===== src/rtl/pipe_cl_adder.sv =====
// ============================================================================
// Module   : pipe_cl_adder
// Purpose  : Pipelined segmented carry-lookahead adder with valid/ready flow.
//            Optional macro PIPE_ADDER_SUB_EN adds the sub_i port (A - B).
// Revision : 1.0  initial release
// ============================================================================
`default_nettype none

module pipe_cl_adder #(
   parameter int Width    = 32,
   parameter int SegWidth = 8
) (
   input  logic             clk_i,
   input  logic             rst_i,
   input  logic             valid_i,
   output logic             ready_o,
   input  logic [Width-1:0] a_i,
   input  logic [Width-1:0] b_i,
   input  logic             c_i,
`ifdef PIPE_ADDER_SUB_EN
   input  logic             sub_i,
`endif
   output logic             valid_o,
   input  logic             ready_i,
   output logic [Width-1:0] sum_o,
   output logic             c_o,
   output logic             ovf_o
);

   localparam int NumSeg = Width / SegWidth;

   if ((SegWidth < 1) || ((Width % SegWidth) != 0)) begin : g_bad_cfg
      $error("pipe_cl_adder: Width must be a non-zero multiple of SegWidth");
   end

   // Returns {carry into segment MSB, carry out, segment sum}.
   function automatic logic [SegWidth+1:0] cla_seg(
      input logic [SegWidth-1:0] a,
      input logic [SegWidth-1:0] b,
      input logic                cin
   );
      logic [SegWidth:0]   c;
      logic [SegWidth-1:0] g;
      logic [SegWidth-1:0] p;
      logic [SegWidth-1:0] s;
      g    = a & b;
      p    = a | b;
      c[0] = cin;
      for (int i = 0; i < SegWidth; i++) begin
         c[i+1] = g[i] | (p[i] & c[i]);
      end
      s = a ^ b ^ c[SegWidth-1:0];
      return {c[SegWidth-1], c[SegWidth], s};
   endfunction

   logic [Width-1:0]    r_a   [NumSeg];
   logic [Width-1:0]    r_b   [NumSeg];
   logic [Width-1:0]    r_s   [NumSeg];
   logic                r_c   [NumSeg];
   logic                r_v   [NumSeg];
   logic                r_ovf;

   logic [Width-1:0]    w_a_in  [NumSeg];
   logic [Width-1:0]    w_b_in  [NumSeg];
   logic [Width-1:0]    w_s_in  [NumSeg];
   logic [Width-1:0]    w_s_nxt [NumSeg];
   logic [SegWidth-1:0] w_seg   [NumSeg];
   logic                w_c_in  [NumSeg];
   logic                w_v_in  [NumSeg];
   logic                w_cout  [NumSeg];
   logic                w_cmsb  [NumSeg];
   logic [Width-1:0]    w_b0;
   logic                w_c0;
   logic                w_adv;

`ifdef PIPE_ADDER_SUB_EN
   assign w_b0 = sub_i ? ~b_i : b_i;
   assign w_c0 = sub_i ? 1'b1 : c_i;
`else
   assign w_b0 = b_i;
   assign w_c0 = c_i;
`endif

   // The whole pipeline advances as one unit; no per-stage skid.
   assign w_adv   = ~r_v[NumSeg-1] | ready_i;
   assign ready_o = w_adv;
   assign valid_o = r_v[NumSeg-1];
   assign sum_o   = r_s[NumSeg-1];
   assign c_o     = r_c[NumSeg-1];
   assign ovf_o   = r_ovf;

   always_comb begin
      w_a_in[0] = a_i;
      w_b_in[0] = w_b0;
      w_c_in[0] = w_c0;
      w_v_in[0] = valid_i;
      w_s_in[0] = '0;
      for (int k = 1; k < NumSeg; k++) begin
         w_a_in[k] = r_a[k-1];
         w_b_in[k] = r_b[k-1];
         w_c_in[k] = r_c[k-1];
         w_v_in[k] = r_v[k-1];
         w_s_in[k] = r_s[k-1];
      end
      // Finished segments are zero above the current one, so OR-ing places the new segment.
      for (int k = 0; k < NumSeg; k++) begin
         {w_cmsb[k], w_cout[k], w_seg[k]} = cla_seg(w_a_in[k][k*SegWidth +: SegWidth],
                                                    w_b_in[k][k*SegWidth +: SegWidth],
                                                    w_c_in[k]);
         w_s_nxt[k] = w_s_in[k] | (Width'(w_seg[k]) << (k * SegWidth));
      end
   end

   always_ff @(posedge clk_i) begin
      if (rst_i) begin
         for (int k = 0; k < NumSeg; k++) begin
            r_a[k] <= '0;
            r_b[k] <= '0;
            r_s[k] <= '0;
            r_c[k] <= 1'b0;
            r_v[k] <= 1'b0;
         end
         r_ovf <= 1'b0;
      end else if (w_adv) begin
         for (int k = 0; k < NumSeg; k++) begin
            r_v[k] <= w_v_in[k];
            if (k < NumSeg - 1) begin
               r_a[k] <= w_a_in[k];
               r_b[k] <= w_b_in[k];
               r_s[k] <= w_s_nxt[k];
               r_c[k] <= w_cout[k];
            end else if (w_v_in[k]) begin
               // Output stage loads only real results so outputs hold across bubbles.
               r_s[k] <= w_s_nxt[k];
               r_c[k] <= w_cout[k];
               r_ovf  <= w_cmsb[k] ^ w_cout[k];
            end
         end
      end
   end

endmodule

`default_nettype wire


===== config.mk =====
export PLATFORM = sky130hd
export DESIGN_NAME = pipe_cl_adder
export DESIGN_NICKNAME = d
export VERILOG_FILES = /design/src/rtl/pipe_cl_adder.sv
export SDC_FILE = /design/constraint.sdc
export NUM_CORES = 1
export LEC_CHECK = 0
export ABC_AREA = 0
export CORE_AREA = 2 2 147 149
export CTS_CLUSTER_SIZE = 14
export DETAILED_ROUTE_END_ITERATION = 7
export DIE_AREA = 0 0 149 151
export GPL_TIMING_DRIVEN = 0
export PLACE_DENSITY = 0.71
export SETUP_SLACK_MARGIN = 0.02
export SYNTH_ARGS = -nofsm -noshare
export SYNTH_HDL_FRONTEND = slang
export SYNTH_SLANG_ARGS = --single-unit

===== constraint.sdc =====
create_clock -name clk_i -period 4.4 [get_ports clk_i]
set_input_delay 0.44 -clock clk_i [delete_from_list [all_inputs] [get_ports clk_i]]
set_output_delay 0.44 -clock clk_i [all_outputs]
set_load 0.02 [all_outputs]

Word level (Yosys, flattened, before mapping)
Memories as Yosys holds them, arrays and structs flattened.
Index checks and enable logic that the tools add are counted.
{"block": "word_totals", "ram_bits": 392, "word_cells": 138, "memories": 5, "ff_bits": 1}
{"block": "op_classes", "n_mux": 27, "reduce_logical": 1, "n_bitwise": 104}
{"memory": "r_a", "words": 4, "width": 32, "read_ports": 3, "rd_ports_with_merged_regs": 0, "wr": 4, "line": "56", "source": "logic [Width-1:0] r_a [NumSeg];"}
{"memory": "r_b", "words": 4, "width": 32, "read_ports": 3, "rd_ports_with_merged_regs": 0, "wr": 4, "line": "57", "source": "logic [Width-1:0] r_b [NumSeg];"}
{"memory": "r_s", "words": 4, "width": 32, "read_ports": 4, "rd_ports_with_merged_regs": 0, "wr": 4, "line": "58", "source": "logic [Width-1:0] r_s [NumSeg];"}
{"memory": "r_c", "words": 4, "width": 1, "read_ports": 4, "rd_ports_with_merged_regs": 0, "wr": 4, "line": "59", "source": "logic r_c [NumSeg];"}
{"memory": "r_v", "words": 4, "width": 1, "read_ports": 4, "rd_ports_with_merged_regs": 0, "wr": 4, "line": "60", "source": "logic r_v [NumSeg];"}
{"cell": "32-bit two-way mux", "count": 10}
{"cell": "8-bit bitwise XOR", "count": 8}
{"cell": "1-bit bitwise OR", "count": 51}
{"cell": "1-bit bitwise AND", "count": 32}
{"cell": "8-bit bitwise AND", "count": 4}
{"cell": "32-bit by 16-bit bitwise OR with 32-bit output", "count": 1}
{"cell": "32-bit by 24-bit bitwise OR with 32-bit output", "count": 1}
{"cell": "32-bit bitwise OR", "count": 1}
{"cell": "8-bit bitwise OR", "count": 4}
{"cell": "1-bit two-way mux", "count": 17}
{"cell": "2-bit AND reduction", "count": 1}
{"cell": "1-bit inverter", "count": 1}
{"cell": "1-bit bitwise XOR", "count": 1}

Logic depth before layout (Yosys ltp)
Gate-level depths: netlist of the first run.
An unclocked memory read counts as a cell.
{"block": "depth", "word_depth": 19, "mapped_depth": 15}

Worst setup path before layout of the first run
OpenSTA, ideal clock, no wires.
{"block": "synth_timing", "path_type": "flip-flop to flip-flop", "startpoint": "memory r_c[0][0]", "endpoint": "memory r_s[1][15], in the netlist r_s[0][47] (data pin)", "t_arrival_ps": 3334, "setup_slack_ps": 927, "path_stages_with_launch": 13, "setup_time_ps": 138, "required_time_ps": 4262, "path_cell_list": "edfxtp_1 -> inv_1 -> fa_1 -> inv_1 -> fa_1 -> fa_1 -> fa_1 -> fa_1 -> inv_1 -> fa_1 -> fa_1 -> fa_1 -> nor2_1"}
{"item": "from (decl)", "line": "59"}
{"item": "to (decl)", "line": "58"}

==> results of run 1 <==
kinds of logic (layout without fill, tap and decap cells):
kind of cell | after synthesis | after routing
AOI/OAI and AO/OA | 3 | 3
xor gates and xnor gates | 1 | 1
adders and majority gates | 32 | 32
buffers and inverters | 102 | 240
DFF | 185 | 185
and+or+nand+nor | 189 | 189
cell usage in the layout, fill, tap and decap left out, types with 2 or more instances in the layout:
cell type and instances:
clkinv_4 2, inv_1 48, clkbuf_16 17, clkbuf_1 14, buf_4 32, clkdlybuf4s50_1 104, buf_6 7, inv_8 3
clkinvlp_4 3, buf_2 2, edfxtp_1 184, and3_1 28, fa_1 32, and2_1 99, and2_4 36, nor2_1 20
inv_6 3
per-stage QoR:
step | power, W | instances | instance area, sq um | utilization (%) | hold WS (ns)
after floorplan | 0.002295 | 512 | 8009 | - | 0.4967
after global placement | 0.002437 | 891 | 9394 | 45.11 | 0.4998
after detailed placement | 0.002449 | 893 | 9444 | 45.36 | 0.5050
after CTS | 0.003897 | 925 | 10010 | 48.08 | 0.5173
after global routing | 0.004001 | 925 | 10010 | 48.08 | 0.5355
final | 0.003852 | 925 | 10010 | 48.08 | 0.5181
path summary, 6_finish.rpt:
path / cells after the start / slack (ns) / to / startpoint
max: 12 / 0.78 / r_s[0][47] / r_b[0][8]
min: 1 / 0.52 / r_b[0][51] / r_b[0][19]
max reg2reg: 12 / 0.78 / r_s[0][47] / r_b[0][8]
min reg2reg: 1 / 0.52 / r_b[0][51] / r_b[0][19]
registers in the layout, summed over array words and instances, names as in the netlist:
signal	cells
r_s	80
r_a	48
r_b	48
r_c	4
r_v	4
ovf_o	1
power by group through the flow:
| stage | clock, W | combinational (W) | sequential [W] |
|---|---|---|---|
| 2_1_floorplan | 0 | 0.000181 | 0.00211 |
| 3_3_place_gp | 0 | 0.000314 | 0.00212 |
| 3_5_place_dp | 0 | 0.000323 | 0.00213 |
| 4_1_cts | 0.00149 | 0.000324 | 0.00209 |
| 5_1_grt | 0.00155 | 0.000352 | 0.00210 |
| 6_report | 0.00145 | 0.000315 | 0.00209 |
worst reg2reg max path, stage by stage, from the launching register on:
cell	delay [ns]
edfxtp_1	0.36
inv_1	0.08
fa_1	0.17
inv_1	0.05
fa_1	0.44
fa_1	0.46
fa_1	0.46
fa_1	0.42
inv_1	0.09
fa_1	0.20
fa_1	0.21
fa_1	0.41
nor2_1	0.13
routing by layer:
layer  share of wire (%)  GRT usage, %  vias up
met5                   0             0        -
met4                 1.5         4.571        0
met3                 4.6         3.283       13
met2                  50         19.54       76
met1                  44         14.21     1752
li1                    -             -     1920
layout make-up:
| class | count | area (sq um) |
|---|---|---|
| plain buffers | 54 | 377.9 |
| flip-flops and latches | 185 | 5545 |
| clock inverters | 14 | 138.9 |
| clock buffers | 18 | 429.2 |
| well taps | 275 | 344.1 |
| inverters | 48 | 180.2 |
| fillers | 1837 | 10810 |
| repair buffers | 106 | 1089 |
| multi-input cells | 225 | 1908 |
==> flow_metrics.tcl, run 1 <==
set metrics [dict create \
    finalHoldViolCount 0 \
    finalMaxSlewViolations 0 \
    setup_viol 0 \
    via_per_inst 4.066 \
    die_h_microns 151 \
    final_layout_size_suffix_gt1_share_pct 17.23 \
    async_flop_share_pct 0 \
    period_share_pct 82.38 \
    area_growth_pct 25.01 \
    cts_resized 0 \
    synth_cell_types 22 \
    clkPwrFrac_pct 37.7 \
    antenna_found_initial 0 \
    dp_slack_ns 0.6058 \
    synthAdderAreaFrac_pct 7.999 \
    postCtsHoldBufs 0 \
    core_sq_um 20820 \
    critPathMaxFanout 1 \
    synth-simple-area-share_pct 15.42 \
    clk_path_buf_depth 2 \
    vdd_drop_max_v 0.0002654 \
    fin_tns_setup_ns 0 \
    hp-class "reg2reg" \
    fin_nets 738 \
    cts.clk_slew.worst_paths_ns 0.07 \
    crit_path_frequent_cell "fa_1" \
    numCtsBuffers 17 \
    place_congestion 0.7215 \
    synth_area_leaders "edfxtp_1, fa_1, and2_1" \
    synthMuxAreaShare_pct 0 \
    dp_hpwl_microns 8840 \
    clockRootBuffer "clkbuf_16" \
    drv_cap 0 \
    gr-total-overflow 0 \
    drt-wirelength-per-cell_microns 12.85 \
    synth_top_family_by_area "simple AND/OR/NAND/NOR gates" \
    portBuffers 104 \
    cts.sinks 185 \
    seqPwrFrac_pct 54.2 \
    swShare_pct 21.29 \
    ys_warn_count 0 \
    fmax_ghz 0.2759 \
    power_frac_comb_pct 8.2 \
    drt_iter0_markers 197 \
    critPathKind "reg2reg" \
    fp-row-count 53 \
    power.switching_w 0.0008203 \
    synthCells 512 \
    yosys.area.top_type "edfxtp_1" \
    end_kind "register" \
    routed-via-count 3761 \
    synth-xor-area-share_pct 0.1094 \
    rsz0062_at_grt "false" \
    powerDensity_nw_per_um2 384.8 \
    period_needed_ns 3.625 \
    synth_area_per_cell_sq_um 15.64 \
    grt_usage_pct 11.60 \
    slew_headroom_pct 22.72 \
    diodes 0 \
    outcome "completed" \
    drtAntennaViolNets 0 \
    p_int_w 0.003032 \
    grt_max_degree 64 \
    die_w_microns 149 \
    crit_chain "inv_1 > fa_1 > inv_1 > fa_1 > fa_1 > fa_1 > fa_1 > inv_1 > fa_1 > fa_1 > fa_1 > nor2_1" \
    synth_fp_nets 613 \
    cts_tree "done" \
    setup_slack_ns 0.7755 \
    synthFlopType "edfxtp_1" \
    finalWirelength_microns 11880 \
    die_area_sq_um 22500 \
    yosysMostFrequentCell "edfxtp_1" \
    arrival_ns 3.90 \
    grt_pass1_wl_microns 19790 \
    insertion_delay_ns 0.42 \
    tightest_slew_ns 1.159 \
    fin_worst_skew_ns 0.006903 \
    grt_pass1_vias 3937 \
    crit_buf_inv 3 \
    cp_top_family "adder cells" \
    drc 0 \
    synth_common_cells "edfxtp_1, and2_1, inv_1" \
    cts_setup_buffers 0 \
    synth-compound-area-share_pct 0.2656 \
    syn_area_sq_um 8009 \
    ys_ff_latch 185 \
    worst_path_largest_cell_delay_ns 0.46 \
    cts-htree-levels 4 \
    worstSetupStartpointType "register" \
    p_leak_nw 4.124 \
    first_pass_iters 4 \
    synth_top_area_share_pct 68.99 \
    ioPinCount 105 \
    synth_edf_count 184 \
    initial_core_util_pct 38.46 \
    crit_slowest_cell "fa_1" \
    worst_ep_required_time_ns 4.68 \
    yosysSeqAreaShare_pct 69.24 \
]
Power figures use the tool's default switching activity.
==> run 2, diff against run 1 <==
--- a/config.mk
+++ b/config.mk
@@ -11,7 +11,7 @@
 export DETAILED_ROUTE_END_ITERATION = 7
 export DIE_AREA = 0 0 149 151
 export GPL_TIMING_DRIVEN = 0
-export PLACE_DENSITY = 0.71
+export PLACE_DENSITY = 0.73
 export SETUP_SLACK_MARGIN = 0.02
 export SYNTH_ARGS = -nofsm -noshare
 export SYNTH_HDL_FRONTEND = slang
==> constraint.sdc (replaced) <==
create_clock -name clk_i -period 2.98 [get_ports clk_i]
set_input_delay 0.298 -clock clk_i [delete_from_list [all_inputs] [get_ports clk_i]]
set_output_delay 0.298 -clock clk_i [all_outputs]
set_load 0.02 [all_outputs]
==> flow_metrics.tcl, run 2 (synthesis gave the netlist of run 1 again) <==
set metrics [dict create \
    diodes 0 \
    drt-wirelength-per-cell_microns 13.27 \
    period_needed_ns 3.293 \
    rsz0062_at_grt "true" \
    stdcell_area_sq_um 10140 \
    fin_worst_skew_ns 0.009760 \
    core_sq_um 20820 \
    antenna_found_initial 0 \
    drt_iter0_markers 194 \
    fp-row-count 53 \
    top_layer "met4" \
    grt_pass1_wl_microns 20110 \
    setup_slack_ns -0.3130 \
    insertion_delay_ns 0.42 \
    r2r_cells 15 \
    arrival_ns 3.65 \
    die_h_microns 151 \
    finalWirelength_microns 12290 \
    r2r_slack_ns -0.31 \
    setup_viol 9 \
    drtAntennaViolNets 0 \
    largestRegisters "r_s: 80 flops, r_a: 48 flops, r_b: 48 flops" \
    final_common_cell "edfxtp_1" \
    clk_path_buf_depth 2 \
    drv_cap 0 \
    r2r-start "r_c[0][2]" \
    reg2reg_to "ovf_o" \
    end_kind "register" \
    dp_hpwl_microns 9156 \
    critPathKind "reg2reg" \
    place_congestion 0.7233 \
    final_layout_size_suffix_gt1_share_pct 25.19 \
    tightest_slew_ns 1.183 \
    cts.sinks 185 \
    gr-total-overflow 0 \
    cts-htree-levels 4 \
    cts.clk_slew.worst_paths_ns 0.07 \
    ioPinCount 105 \
    routed-via-count 3810 \
    first_pass_iters 6 \
    hold_end "r_a[0][48]" \
    worstSetupStartpointType "register" \
    finalMaxSlewViolations 0 \
    regMostFlops "r_s" \
    die_area_sq_um 22500 \
    cts_tree "done" \
    worst_ep_required_time_ns 3.34 \
    finalHoldViolCount 0 \
    met3_wirelength_microns 494 \
    powerDensity_nw_per_um2 571.3 \
    fin_util_pct 48.69 \
    hold_slack_ns 0.5106 \
    drc 0 \
    period_share_pct 110.5 \
    slew_headroom_pct 21.14 \
    violations "setup timing" \
    worstHoldPathCells 1 \
    postPlaceCellArea_sq_um 9507 \
    grt_max_degree 64 \
    initial_core_util_pct 38.46 \
    portBuffers 104 \
    wl_met1_microns 5207 \
    grt_usage_pct 11.83 \
    via_per_inst 4.114 \
    final_cell_mix "edfxtp_1, clkdlybuf4s50_1, and2_1" \
    grt_pass1_vias 4073 \
    fin_nets 740 \
    die_w_microns 149 \
    p_leak_nw 4.122 \
    largest_register_ffs 80 \
    vdd_drop_max_v 0.0004332 \
    wl_met2_microns 6357 \
    min_from "r_a[0][16]" \
    hp-class "reg2reg" \
    critPathMaxFanout 2 \
    numCtsBuffers 17 \
    area_growth_pct 26.59 \
    clockRootBuffer "clkbuf_16" \
    postCtsHoldBufs 0 \
    outcome "finished with violations" \
    fmax_ghz 0.3037 \
]
[run 2: cell types whose count changed in the layout (fill, tap and decap cells not counted), moves of 2 or more]
cell             previous run  this run
inv_2                       0        18
clkdlybuf4s50_1           104       101
nor2_1                     20        17
inv_1                      48        30
fa_2                        0        29
nor2_2                      0         3
clkdlybuf4s15_1             0         3
fa_1                       32         3
buf_4                      32        34
clkinvlp_4                  3         0
[run 2: layer usage]
metal,vias to the layer above,global-route usage [%]
li1,1930,-
met1,1772,13.76
met2,88,20.81
met3,20,3.253
met4,0,4.762
met5,-,0
[run 2: worst max-delay path: stages (launching register included)]
cell and delay, ns:
edfxtp_1 0.35, inv_2 0.05, fa_2 0.38, inv_2 0.07, fa_2 0.19, fa_2 0.20
inv_2 0.04, fa_2 0.34, fa_2 0.35, inv_2 0.06, fa_2 0.20, fa_2 0.21
inv_2 0.04, fa_1 0.46, xor2_1 0.18, o21ai_0 0.12
[run 2: worst max-delay path by stage]
stage	start	to	slack [ns]	cells after the start
finish	r_c[0][2]	ovf_o	-0.31	15
global route	r_c[0][2]	ovf_o	-0.44	15
CTS	r_c[0][2]	r_s[0][127]	-0.34	14
global placement	ready_i	r_b[0][13]	-0.81	3
detailed placement	a_i[0]	r_s[0][7]	-0.62	13
floorplan	r_c[0][2]	r_s[0][127]	-0.18	14
[run 2: area by class of cell]
class / count / area, sq um
fill: 1801 / 10680
tap: 275 / 344.1
multi-input combinational: 225 / 1993
inverter: 48 / 180.2
clock inverter: 14 / 161.4
buffer: 54 / 377.9
sequential: 185 / 5545
clock buffer: 17 / 425.4
timing repair buffer: 108 / 1111
[run 2: power breakdown]
part | total [W] | switching [W] | internal (W)
Clock | 0.00223 | 0.000968 | 0.00126
Sequential | 0.00308 | 0.0000483 | 0.00304
Combinational | 0.000483 | 0.000205 | 0.000277
Total | 0.00579 | 0.00122 | 0.00457
[run 2: timing repair]
action	in CTS	in global routing
resized for setup	24	4
setup endpoints to repair	12	12
pin swaps	22	14
buffers inserted	1	1
[run 2: per-stage QoR]
step | cells | setup slack, ns | TNS (ns) | total power (W)
finish | 926 | -0.3130 | -1.600 | 0.005792
global route | 926 | -0.4432 | -2.856 | 0.006015
CTS | 925 | -0.3398 | -1.878 | 0.005858
detailed placement | 893 | -0.6173 | -3.697 | 0.003630
global placement | 891 | -0.8139 | -124.58 | 0.003605
floorplan | 512 | -0.1820 | -0.6564 | 0.003395
==> run 3, diff against run 2 <==
--- a/config.mk
+++ b/config.mk
@@ -13,6 +13,7 @@
 export GPL_TIMING_DRIVEN = 0
 export PLACE_DENSITY = 0.73
 export SETUP_SLACK_MARGIN = 0.02
+export SKIP_LAST_GASP = 1
 export SYNTH_ARGS = -nofsm -noshare
 export SYNTH_HDL_FRONTEND = slang
 export SYNTH_SLANG_ARGS = --single-unit
==> results of run 3 <==
Final layout, timing and power as in run 2 (identical DEF).
